<file path="config.mk">
export PLATFORM = sky130hd
export DESIGN_NAME = reg_hazard_tracker
export DESIGN_NICKNAME = d
export VERILOG_FILES = /design/src/rtl/hazard_pkg.sv /design/src/rtl/reg_usage_decode.sv /design/src/rtl/reg_hazard_tracker.sv
export SDC_FILE = /design/constraint.sdc
export NUM_CORES = 1
export LEC_CHECK = 0
export ABC_CLOCK_PERIOD_IN_PS = 3300
export CAP_MARGIN = 10
export CORE_MARGIN = 3
export CORE_UTILIZATION = 35
export CTS_CLUSTER_SIZE = 12
export DETAILED_ROUTE_END_ITERATION = 6
export GPL_TIMING_DRIVEN = 0
export SKIP_CTS_REPAIR_TIMING = 1
export SLEW_MARGIN = 20
export SYNTH_ARGS = -nofsm -noshare
export SYNTH_HDL_FRONTEND = slang
export SYNTH_SLANG_ARGS = --single-unit
export TNS_END_PERCENT = 100
</file>
<file path="constraint.sdc">
create_clock -name clk -period 3.3 [get_ports clk]
set_input_delay 0.825 -clock clk [delete_from_list [all_inputs] [get_ports clk]]
set_output_delay 0.825 -clock clk [all_outputs]
set_load 0.05 [all_outputs]
</file>
<file path="src/rtl/hazard_pkg.sv">
`default_nettype none
// ---------------------------------------------------------------------------
// hazard_pkg : opcode/func constants, scoreboard entry type, youngest-match search
// Rev 1.0
// ---------------------------------------------------------------------------
package hazard_pkg;

  localparam int MAX_STAGES = 15;
  localparam int MAX_REG_W  = 8;

  localparam logic [5:0] OP_RTYPE = 6'd0;
  localparam logic [5:0] OP_BEQ   = 6'd4;
  localparam logic [5:0] OP_BNE   = 6'd5;
  localparam logic [5:0] OP_BLEZ  = 6'd6;
  localparam logic [5:0] OP_ADDI  = 6'd8;
  localparam logic [5:0] OP_ADDIU = 6'd9;
  localparam logic [5:0] OP_SLTI  = 6'd10;
  localparam logic [5:0] OP_ANDI  = 6'd12;
  localparam logic [5:0] OP_ORI   = 6'd13;
  localparam logic [5:0] OP_LW    = 6'd35;
  localparam logic [5:0] OP_LBU   = 6'd36;
  localparam logic [5:0] OP_SW    = 6'd43;

  localparam logic [5:0] F_SLL     = 6'd0;
  localparam logic [5:0] F_SRL     = 6'd2;
  localparam logic [5:0] F_SRA     = 6'd3;
  localparam logic [5:0] F_SRLV    = 6'd6;
  localparam logic [5:0] F_JR      = 6'd8;
  localparam logic [5:0] F_SYSCALL = 6'd12;
  localparam logic [5:0] F_ALU_LO  = 6'd32;
  localparam logic [5:0] F_ALU_HI  = 6'd39;
  localparam logic [5:0] F_SLT     = 6'd42;
  localparam logic [5:0] F_SLTU    = 6'd43;

  typedef struct packed {
    logic                 valid;
    logic [MAX_REG_W-1:0] dst;
    logic                 load;
  } sb_entry_t;

  // Bit k-1 of hits flags a match at stage k; returns the lowest such k, 0 if none.
  function automatic logic [3:0] youngest_match(input logic [MAX_STAGES-1:0] hits);
    logic [3:0] idx;
    idx = '0;
    for (int k = MAX_STAGES; k >= 1; k--) begin
      if (hits[k-1]) idx = 4'(k);
    end
    return idx;
  endfunction

endpackage
`default_nettype wire

</file>
<file path="src/rtl/reg_usage_decode.sv">
`default_nettype none
// ---------------------------------------------------------------------------
// reg_usage_decode : combinational R1/R2 source-usage table from op/func
// Rev 1.0
// ---------------------------------------------------------------------------
module reg_usage_decode
  import hazard_pkg::*;
(
  input  logic [5:0] op,
  input  logic [5:0] func,
  output logic       r1_used,
  output logic       r2_used
);

  always_comb begin
    r1_used = 1'b0;
    r2_used = 1'b0;
    if (op == OP_RTYPE) begin
      case (func)
        F_SRLV, F_SYSCALL, F_SLT, F_SLTU: begin
          r1_used = 1'b1;
          r2_used = 1'b1;
        end
        F_JR: r1_used = 1'b1;
        F_SLL, F_SRL, F_SRA: r2_used = 1'b1;
        default: begin
          if (func >= F_ALU_LO && func <= F_ALU_HI) begin
            r1_used = 1'b1;
            r2_used = 1'b1;
          end
        end
      endcase
    end else begin
      case (op)
        OP_BEQ, OP_BNE, OP_SW: begin
          r1_used = 1'b1;
          r2_used = 1'b1;
        end
        OP_BLEZ, OP_ADDI, OP_ADDIU, OP_SLTI, OP_ANDI, OP_ORI, OP_LW, OP_LBU:
          r1_used = 1'b1;
        default: ;
      endcase
    end
  end

endmodule
`default_nettype wire

</file>
<file path="src/rtl/reg_hazard_tracker.sv">
`default_nettype none
// ---------------------------------------------------------------------------
// reg_hazard_tracker : ID-stage scoreboard producing stall, forward selects, stall count
// Rev 1.0
// ---------------------------------------------------------------------------
module reg_hazard_tracker
  import hazard_pkg::*;
#(
  parameter int STAGES     = 3,
  parameter int LOAD_READY = 2,
  parameter int REG_W      = 5,
  parameter int CNT_W      = 16
) (
  input  logic                           clk,
  input  logic                           rst_n,
  input  logic                           id_valid,
  input  logic [5:0]                     id_op,
  input  logic [5:0]                     id_func,
  input  logic [REG_W-1:0]               id_rs,
  input  logic [REG_W-1:0]               id_rt,
  input  logic [REG_W-1:0]               id_dst,
  input  logic                           id_we,
  input  logic                           id_load,
  input  logic                           flush,
  output logic                           r1_used,
  output logic                           r2_used,
  output logic                           stall,
  output logic [$clog2(STAGES+1)-1:0]    fwd_r1_sel,
  output logic [$clog2(STAGES+1)-1:0]    fwd_r2_sel,
  output logic [CNT_W-1:0]               stall_cnt
);

  localparam int SEL_W = $clog2(STAGES+1);

  sb_entry_t             sb [1:STAGES];
  sb_entry_t             new_entry;
  logic                  dec_r1;
  logic                  dec_r2;
  logic [MAX_STAGES-1:0] hit1;
  logic [MAX_STAGES-1:0] hit2;
  logic [3:0]            k1;
  logic [3:0]            k2;
  logic                  ld1;
  logic                  ld2;
  logic                  haz1;
  logic                  haz2;
  logic [MAX_REG_W-1:0]  rs_ext;
  logic [MAX_REG_W-1:0]  rt_ext;

  reg_usage_decode u_decode (
    .op      (id_op),
    .func    (id_func),
    .r1_used (dec_r1),
    .r2_used (dec_r2)
  );

  assign r1_used = id_valid & dec_r1;
  assign r2_used = id_valid & dec_r2;
  assign rs_ext  = MAX_REG_W'(id_rs);
  assign rt_ext  = MAX_REG_W'(id_rt);

  always_comb begin
    hit1 = '0;
    hit2 = '0;
    ld1  = 1'b0;
    ld2  = 1'b0;
    // Walk oldest to youngest so the load flag left behind belongs to the youngest hit.
    for (int k = STAGES; k >= 1; k--) begin
      hit1[k-1] = r1_used && (rs_ext != '0) && sb[k].valid && (sb[k].dst == rs_ext);
      hit2[k-1] = r2_used && (rt_ext != '0) && sb[k].valid && (sb[k].dst == rt_ext);
      if (hit1[k-1]) ld1 = sb[k].load;
      if (hit2[k-1]) ld2 = sb[k].load;
    end
    k1   = youngest_match(hit1);
    k2   = youngest_match(hit2);
    haz1 = (k1 != '0) && ld1 && (int'(k1) < LOAD_READY);
    haz2 = (k2 != '0) && ld2 && (int'(k2) < LOAD_READY);
  end

  assign fwd_r1_sel = haz1 ? '0 : SEL_W'(k1);
  assign fwd_r2_sel = haz2 ? '0 : SEL_W'(k2);
  assign stall      = (haz1 | haz2) & ~flush;

  always_comb begin
    new_entry       = '0;
    new_entry.valid = id_valid & id_we & (id_dst != '0);
    new_entry.dst   = MAX_REG_W'(id_dst);
    new_entry.load  = id_load;
  end

  always_ff @(posedge clk or negedge rst_n) begin
    if (!rst_n) begin
      for (int k = 1; k <= STAGES; k++) sb[k] <= '0;
      stall_cnt <= '0;
    end else begin
      sb[1] <= (flush || stall) ? '0 : new_entry;
      // A flush squashes the instruction currently at stage 1 as well.
      for (int k = 2; k <= STAGES; k++) sb[k] <= (k == 2 && flush) ? '0 : sb[k-1];
      if (stall && stall_cnt != '1) stall_cnt <= stall_cnt + 1'b1;
    end
  end

endmodule
`default_nettype wire
</file>
==> flow_summary.rst, run 1 <==
.. list-table::
   :header-rows: 1

   * - Metric
     - Value
   * - Max Root-Sink Buffers
     - 2
   * - Total wire length after detailed routing
     - 5250 um
   * - Detailed router's first-iteration violation count
     - 102
   * - PD cells
     - 290 nW/um^2
   * - Core region area
     - 5610 um^2
   * - Slew at the pin closest to its max-slew limit
     - 0.542 ns
   * - Clock slew seen by the registers of the worst setup and hold paths
     - 0.07 ns
   * - Worst max-slew margin expressed relative to the limit
     - 0.639
   * - Post-Syn Area
     - 2070 um^2
   * - Count of port buffers added during placement
     - 55
   * - Layout cell share with drive strength beyond 1
     - 0.170
   * - Die extent in y
     - 82.9 um
   * - Library cell with the largest summed area after synthesis
     - sky130_fd_sc_hd__dfrtp_1
   * - Number of nets with antenna violations after detailed routing
     - 0
   * - Maximum number of pins on one net before global-route repair
     - 26
   * - Number of max-capacitance violations reported
     - 0
   * - Deepest level of the CTS H-tree
     - 2
   * - Area growth from synthesis to final layout
     - 45.9%
   * - Most instantiated cells after synthesis
     - sky130_fd_sc_hd__dfrtp_1 (35), sky130_fd_sc_hd__xor2_1 (34), sky130_fd_sc_hd__nor2_1 (18), sky130_fd_sc_hd__nand3_1 (14)
   * - Starting density of the core
     - 0.369
   * - Count of pins over their slew limit
     - 0
   * - Mapped Nets
     - 247
   * - Fillcell total
     - 553
   * - Leakage power figure
     - 0.00148 uW
   * - Critical path data arrival time
     - 2.43 ns
   * - Fmax
     - 307 MHz
   * - Fraction of the core area covered by cells at the end of the flow
     - 0.539
   * - Routability cong.
     - 0.815
   * - Required @ worst endpoint
     - 2.47 ns
   * - DP Wirelength
     - 4020 um
   * - Fraction of registers with async set/reset
     - 1.00
   * - Net count, final
     - 315
   * - Yosys reg bits
     - 35
   * - Worst Setup Path Type
     - in -> out
   * - Global routing met2 resource utilization
     - 0.245
   * - Number of iterations in the first detailed-routing pass
     - 4
   * - Average wire length per cell after detail routing
     - 14.8 um
   * - Number of placed instances, taps included
     - 341
   * - Minimum clock period after layout
     - 3.26 ns
   * - Clock Sink Count
     - 35
   * - CP Capture Type
     - output pin
   * - Library cells used by synthesis
     - 40
   * - Initial antenna violation count
     - 0
   * - Type of the tightest min-delay check
     - in -> async
   * - Number of buffers added by the clock tree synthesis step
     - 5
   * - GRT Resource Usage Total
     - 0.156
   * - Antenna cells
     - 0
   * - Synthesized instance count
     - 213
   * - Register area
     - 876 um^2
   * - Main flop type after synthesis
     - sky130_fd_sc_hd__dfrtp_1
   * - Outcome
     - complete, no violations
   * - Design Power
     - 877 uW
   * - Met3 layer usage reported by global route
     - 0.0357
   * - Vias in the first global route
     - 1,800
   * - Proportion of netlist area held by the largest area contributor
     - 0.423
   * - Clock root buffer
     - sky130_fd_sc_hd__clkbuf_8
   * - Number of top-level design ports
     - 56
   * - Overflow left after global routing
     - 0
   * - Clock tree skew after final layout
     - 0.0103 ns
   * - Die extent in x
     - 82.9 um
   * - Startpoint type of the worst setup path
     - input pin
   * - Full die area
     - 6870 um^2
   * - Total of warnings raised by yosys
     - 0
   * - Mean Syn Cell Area
     - 9.72 um^2
   * - GRT Max-Usage Layer
     - met2
   * - Cell with the most instances after synthesis
     - sky130_fd_sc_hd__dfrtp_1
   * - DR vias/cell
     - 4.94
   * - First-pass GRT wire length
     - 8820 um
   * - Count of endpoints failing hold in the final timing report
     - 0
   * - Latest clock arrival within the worst-skew pair
     - 0.28 ns
   * - Number of synthesized flops with an enable pin
     - 0
   * - Maximum fanout count along the critical path
     - 4
   * - Cell Count, Final, Fillers Out
     - 354
   * - Final count of negative-setup-slack endpoints
     - 0
   * - GR Layer Usage met1
     - 0.216
   * - Part of the cycle the worst path needs
     - 0.987
   * - Unrepaired setup endpoints after global routing
     - true
   * - Floorplan row count
     - 27
   * - Max IR drop VDD
     - 0.197 mV
   * - Area of the multi-input gates
     - 1280 um^2
   * - Clock tree from TritonCTS
     - done
   * - Dominant cells by area after synthesis
     - sky130_fd_sc_hd__dfrtp_1 (42%), sky130_fd_sc_hd__xor2_1 (14%), sky130_fd_sc_hd__xnor2_1 (4.7%), sky130_fd_sc_hd__nand3_1 (3.4%), sky130_fd_sc_hd__nor2_1 (3.3%)
   * - Count of unresolved DRC violations after routing
     - 0
   * - Sequential element share of the synthesized area
     - 0.423
   * - Via count
     - 1,748
-- per-layer routing --
layer / vias up / routed length, um
met1: 829 / 2630
met2: 32 / 2430
met3: 2 / 166
met5: - / 0
li1: 885 / -
met4: 0 / 28
-- cell usage in the layout (no fill, tap or decap), types with 2 or more instances in the layout --
master,instances
sky130_fd_sc_hd__a21oi_1,2
sky130_fd_sc_hd__a31oi_1,6
sky130_fd_sc_hd__and2_1,7
sky130_fd_sc_hd__and3_1,7
sky130_fd_sc_hd__and3_2,2
sky130_fd_sc_hd__buf_4,8
sky130_fd_sc_hd__buf_6,4
sky130_fd_sc_hd__buf_8,2
sky130_fd_sc_hd__clkbuf_1,3
sky130_fd_sc_hd__clkbuf_8,5
sky130_fd_sc_hd__clkdlybuf4s50_1,25
sky130_fd_sc_hd__dfrtp_1,35
sky130_fd_sc_hd__dlymetal6s2s_1,20
sky130_fd_sc_hd__inv_1,4
sky130_fd_sc_hd__nand2_1,11
sky130_fd_sc_hd__nand2b_1,6
sky130_fd_sc_hd__nand3_1,13
sky130_fd_sc_hd__nand4_1,2
sky130_fd_sc_hd__nor2_1,15
sky130_fd_sc_hd__nor2_2,2
sky130_fd_sc_hd__nor2b_1,8
sky130_fd_sc_hd__nor3_1,7
sky130_fd_sc_hd__nor3b_1,2
sky130_fd_sc_hd__nor4_1,4
sky130_fd_sc_hd__nor4_2,4
sky130_fd_sc_hd__or3_4,2
sky130_fd_sc_hd__xnor2_1,11
sky130_fd_sc_hd__xor2_1,34
-- critical path, cell delays in order --
cell,delay (ns)
sky130_fd_sc_hd__buf_8,0.10
sky130_fd_sc_hd__or3b_1,0.36
sky130_fd_sc_hd__a221o_1,0.41
sky130_fd_sc_hd__a311oi_4,0.26
sky130_fd_sc_hd__nand2_2,0.16
sky130_fd_sc_hd__nor3_4,0.14
sky130_fd_sc_hd__buf_6,0.18
-- worst paths after layout --
path / start / to / slack, ns / cells past startpoint
max in group asynchronous: rst_n / sb[12] / 2.48 / 2
setup / recovery: id_func[5] / fwd_r2_sel[1] / 0.04 / 7
hold / removal: rst_n / stall_cnt[4] / 0.41 / 1
setup reg to reg: stall_cnt[0] / stall_cnt[9] / 0.91 / 9
min in group clk: sb[19] / sb[9] / 0.43 / 0
hold reg to reg: sb[19] / sb[9] / 0.43 / 0
-- layout make-up --
class	instances	area share
timing repair buffer	61	0.217
buffer	2	0.00497
clock inverter	1	0.00166
sequential	35	0.290
multi-input combinational	171	0.425
inverter	5	0.00621
tap	72	0.0298
clock buffer	7	0.0253
-- logic make-up (layout without fill, tap and decap cells) --
logic type,count (synthesis),count (layout),synth area share
DFF,35,35,0.423
buffers and inverters,7,76,0.0163
AOI/OAI and AO/OA,18,18,0.0683
and+or+nand+nor,106,106,0.290
muxes,1,1,0.00544
xor gates and xnor gates,45,45,0.190
adders and majority gates,1,1,0.00604
-- power breakdown --
part	internal, uW	switching [uW]	leakage (uW)
clock	148	147	0.0000422
sequential	439	10.4	0.000471
combinational	68.0	65.4	0.000966
-- state kept, by name, indices dropped and copies added (netlist names) --
| signal | flops |
|---|---|
| sb | 19 |
| stall_cnt | 16 |
-- through the flow --
step           setup WS (ns)  hold slack [ns]  setup TNS, ns  cell area (um^2)
2_1_floorplan         -0.353            0.393         -0.700              2110
3_3_place_gp           -1.17            0.406          -9.67              2750
3_5_place_dp           -1.23            0.410         -10.98              2760
4_1_cts                -1.25            0.406          -7.20              2840
5_1_grt              -0.0291            0.402        -0.0606              3020
6_report              0.0438            0.409              0              3020
(Power assumes the default switching activity.)
==> inputs of run 2 (changes only) <==
--- a/config.mk
+++ b/config.mk
@@ -8,10 +8,12 @@
 export ABC_CLOCK_PERIOD_IN_PS = 3300
 export CAP_MARGIN = 10
 export CORE_MARGIN = 3
-export CORE_UTILIZATION = 35
+export CORE_UTILIZATION = 48
 export CTS_CLUSTER_SIZE = 12
 export DETAILED_ROUTE_END_ITERATION = 6
 export GPL_TIMING_DRIVEN = 0
+export PLACE_DENSITY = 0.8
+export RECOVER_POWER = 50
 export SKIP_CTS_REPAIR_TIMING = 1
 export SLEW_MARGIN = 20
 export SYNTH_ARGS = -nofsm -noshare
==> flow_summary.rst, run 2 (synthesis gave the netlist of run 1 again) <==
.. list-table::
   :header-rows: 1

   * - Metric
     - Value
   * - Die extent in x
     - 71.7 um (-14%)
   * - Global routing met2 resource utilization
     - 0.351 (+0.106)
   * - Antenna cells
     - 0 (unchanged)
   * - Kind of cell adding the most delay to the critical path
     - simple AND/OR/NAND/NOR gates
   * - Count of unresolved DRC violations after routing
     - 0 (unchanged)
   * - Number of placed instances, taps included
     - 319 (-6.5%)
   * - Flip-flop count of the largest register, all copies and words added
     - 19 (unchanged)
   * - Number of nets with antenna violations after detailed routing
     - 0 (unchanged)
   * - Maximum number of pins on one net before global-route repair
     - 21 (-19%)
   * - Minimum setup slack in the final design
     - -0.109 ns (-0.153 ns)
   * - Final instance area
     - 3060 um^2 (+1.4%)
   * - Unrepaired setup endpoints after global routing
     - true
   * - CP Capture Type
     - output pin
   * - Reg2Reg Setup Slack
     - 1.03 ns (+0.12 ns)
   * - Worst hold slack after final layout
     - 0.427 ns (+0.0181 ns)
   * - Via count
     - 1,848 (+5.7%)
   * - Leakage power figure
     - 0.00150 uW (+1.5%)
   * - Layout cell share with drive strength beyond 1
     - 0.186 (+0.0158)
   * - Area of the multi-input gates
     - 1320 um^2 (+2.5%)
   * - Regs by FF count
     - sb: 19 flops, stall_cnt: 16 flops
   * - Deepest level of the CTS H-tree
     - 2 (unchanged)
   * - Floorplan row count
     - 23 (-15%)
   * - DP Wirelength
     - 3770 um (-6.2%)
   * - Count of endpoints failing hold in the final timing report
     - 0 (unchanged)
   * - Worst reg-to-reg path cell count
     - 9 (unchanged)
   * - Number of max-capacitance violations reported
     - 0 (unchanged)
   * - Net count, final
     - 318 (+0.95%)
   * - Die extent in y
     - 71.7 um (-14%)
   * - Clock Sink Count
     - 35 (unchanged)
   * - Vias in the first global route
     - 1,821 (+1.2%)
   * - Fillcell total
     - 284 (-49%)
   * - Overflow left after global routing
     - 0 (unchanged)
   * - Count of pins over their slew limit
     - 0 (unchanged)
   * - Number of buffers and inverters on the critical path
     - 2 (unchanged)
   * - Cell Count, Final, Fillers Out
     - 335 (-5.4%)
   * - GRT Resource Usage Total
     - 0.209 (+0.0533)
   * - Core region area
     - 4090 um^2 (-27%)
   * - Average wire length per cell after detail routing
     - 16.6 um (+12%)
   * - DR vias/cell
     - 5.52 (+12%)
   * - Critical path destination
     - stall
   * - Max Root-Sink Buffers
     - 2 (unchanged)
   * - Number of buffers added by the clock tree synthesis step
     - 5 (unchanged)
   * - Worst max-slew margin expressed relative to the limit
     - 0.268 (-0.370)
   * - Number of iterations in the first detailed-routing pass
     - 4 (unchanged)
   * - Full die area
     - 5140 um^2 (-25%)
   * - Depth of the critical timing path with buffers and inverters included
     - 8 (+1)
   * - Worst r2r dst
     - stall_cnt[5]
   * - Latest clock arrival within the worst-skew pair
     - 0.29 ns (about the same)
   * - Max IR drop VDD
     - 0.250 mV (+27%)
   * - Maximum fanout count along the critical path
     - 5 (+1)
   * - Register area
     - 876 um^2 (unchanged)
   * - Part of the cycle the worst path needs
     - 1.03 (+0.0463)
   * - Critical path's largest stage delay
     - 0.42 ns (about the same)
   * - PD cells
     - 318 nW/um^2 (+9.5%)
   * - Clock root buffer
     - sky130_fd_sc_hd__clkbuf_8
   * - Clock slew seen by the registers of the worst setup and hold paths
     - 0.07 ns (about the same)
   * - Critical path's most frequent cell
     - sky130_fd_sc_hd__buf_8
   * - First-pass GRT wire length
     - 8420 um (-4.5%)
   * - Fmax
     - 293 MHz (-4.5%)
   * - Fraction of the core area covered by cells at the end of the flow
     - 0.749 (+0.211)
   * - GR Layer Usage met1
     - 0.257 (+0.0414)
   * - Clock tree skew after final layout
     - 0.0102 ns (-0.000156 ns)
   * - Slowest cell on the critical path
     - sky130_fd_sc_hd__a221o_1
   * - Outcome
     - complete, but fails checks
   * - Area growth from synthesis to final layout
     - 47.9%
   * - Worst Setup Path Type
     - in -> out
   * - Placed standard-cell area
     - 2740 um^2 (-0.72%)
   * - GRT Max-Usage Layer
     - met2
   * - Critical path data arrival time
     - 2.58 ns (+0.15 ns)
   * - Startpoint type of the worst setup path
     - input pin
   * - Largest Register
     - sb
   * - CP startpoint
     - id_func[5]
   * - Commonest non-fill, non-tap cell in the layout
     - sky130_fd_sc_hd__dfrtp_1
   * - Routability cong.
     - 0.844 (+3.6%)
   * - Count of port buffers added during placement
     - 55 (unchanged)
   * - Final count of negative-setup-slack endpoints
     - 2 (+2)
   * - Highest-count cells in the layout ignoring fill and taps
     - sky130_fd_sc_hd__dfrtp_1 (35), sky130_fd_sc_hd__xor2_1 (34), sky130_fd_sc_hd__clkdlybuf4s50_1 (25)
   * - Detailed router's first-iteration violation count
     - 124 (+22%)
   * - Critical path, cell by cell
     - buf_8, or3b_1, a221o_1, and3_4, nor4_4, a41oi_2, nor2_4, buf_8
   * - Minimum clock period after layout
     - 3.41 ns (+0.153 ns)
   * - Met3 layer usage reported by global route
     - 0.0631 (+0.0274)
   * - Required @ worst endpoint
     - 2.47 ns (about the same)
   * - Total wire length after detailed routing
     - 5560 um (+5.7%)
   * - Design Power
     - 974 uW (+11%)
   * - Type of the tightest min-delay check
     - reg -> reg
   * - Number of top-level design ports
     - 56 (unchanged)
   * - Violations in the final reports
     - setup timing
   * - Initial antenna violation count
     - 0 (unchanged)
   * - Slew at the pin closest to its max-slew limit
     - 1.10 ns (+0.555 ns)
   * - Starting density of the core
     - 0.506 (+0.137)
   * - Clock tree from TritonCTS
     - done
   * - Reg-to-reg startpoint
     - stall_cnt[0]
==> run 2: cell count changes in the layout (fill, tap and decap cells not counted), sizes merged <==
cell	change
bufinv	+1
clkinv	+1
clkbuf	+1
==> run 2: area by class of cell <==
| type | count | area share |
|---|---|---|
| multi-input combinational | 171 | 0.430 |
| sequential | 35 | 0.286 |
| timing repair buffer | 64 | 0.215 |
| clock buffer | 5 | 0.0225 |
| tap | 50 | 0.0204 |
| clock inverter | 3 | 0.0143 |
| inverter | 5 | 0.00613 |
| buffer | 2 | 0.00490 |
==> run 2: layer usage <==
layer,vias up,part of all wire
li1,887,-
met2,53,0.51
met4,0,0.020
met1,896,0.42
met3,12,0.052
met5,-,0
==> run 2: metrics by stage <==
step                TNS [ns]  setup slack (ns)
global route          -0.451            -0.181
global placement       -8.44             -1.16
finish                -0.179            -0.109
CTS                    -6.92             -1.25
detailed placement    -10.10             -1.22
floorplan             -0.700            -0.353
==> run 2: worst min path at each step <==
stage,from,end,slack [ns],cells past startpoint
6_report,sb[19],sb[9],0.43,0
5_1_grt,sb[19],sb[9],0.44,0
4_1_cts,sb[19],sb[9],0.42,0
3_5_place_dp,sb[19],sb[9],0.41,0
3_3_place_gp,sb[19],sb[9],0.40,0
2_1_floorplan,sb[19],sb[9],0.39,0
==> run 2: power breakdown <==
part | switching, uW | internal [uW] | leakage (uW)
sequential | 10.1 | 438 | 0.000471
clock | 163 | 225 | 0.0000581
combinational | 69.6 | 68.0 | 0.000972
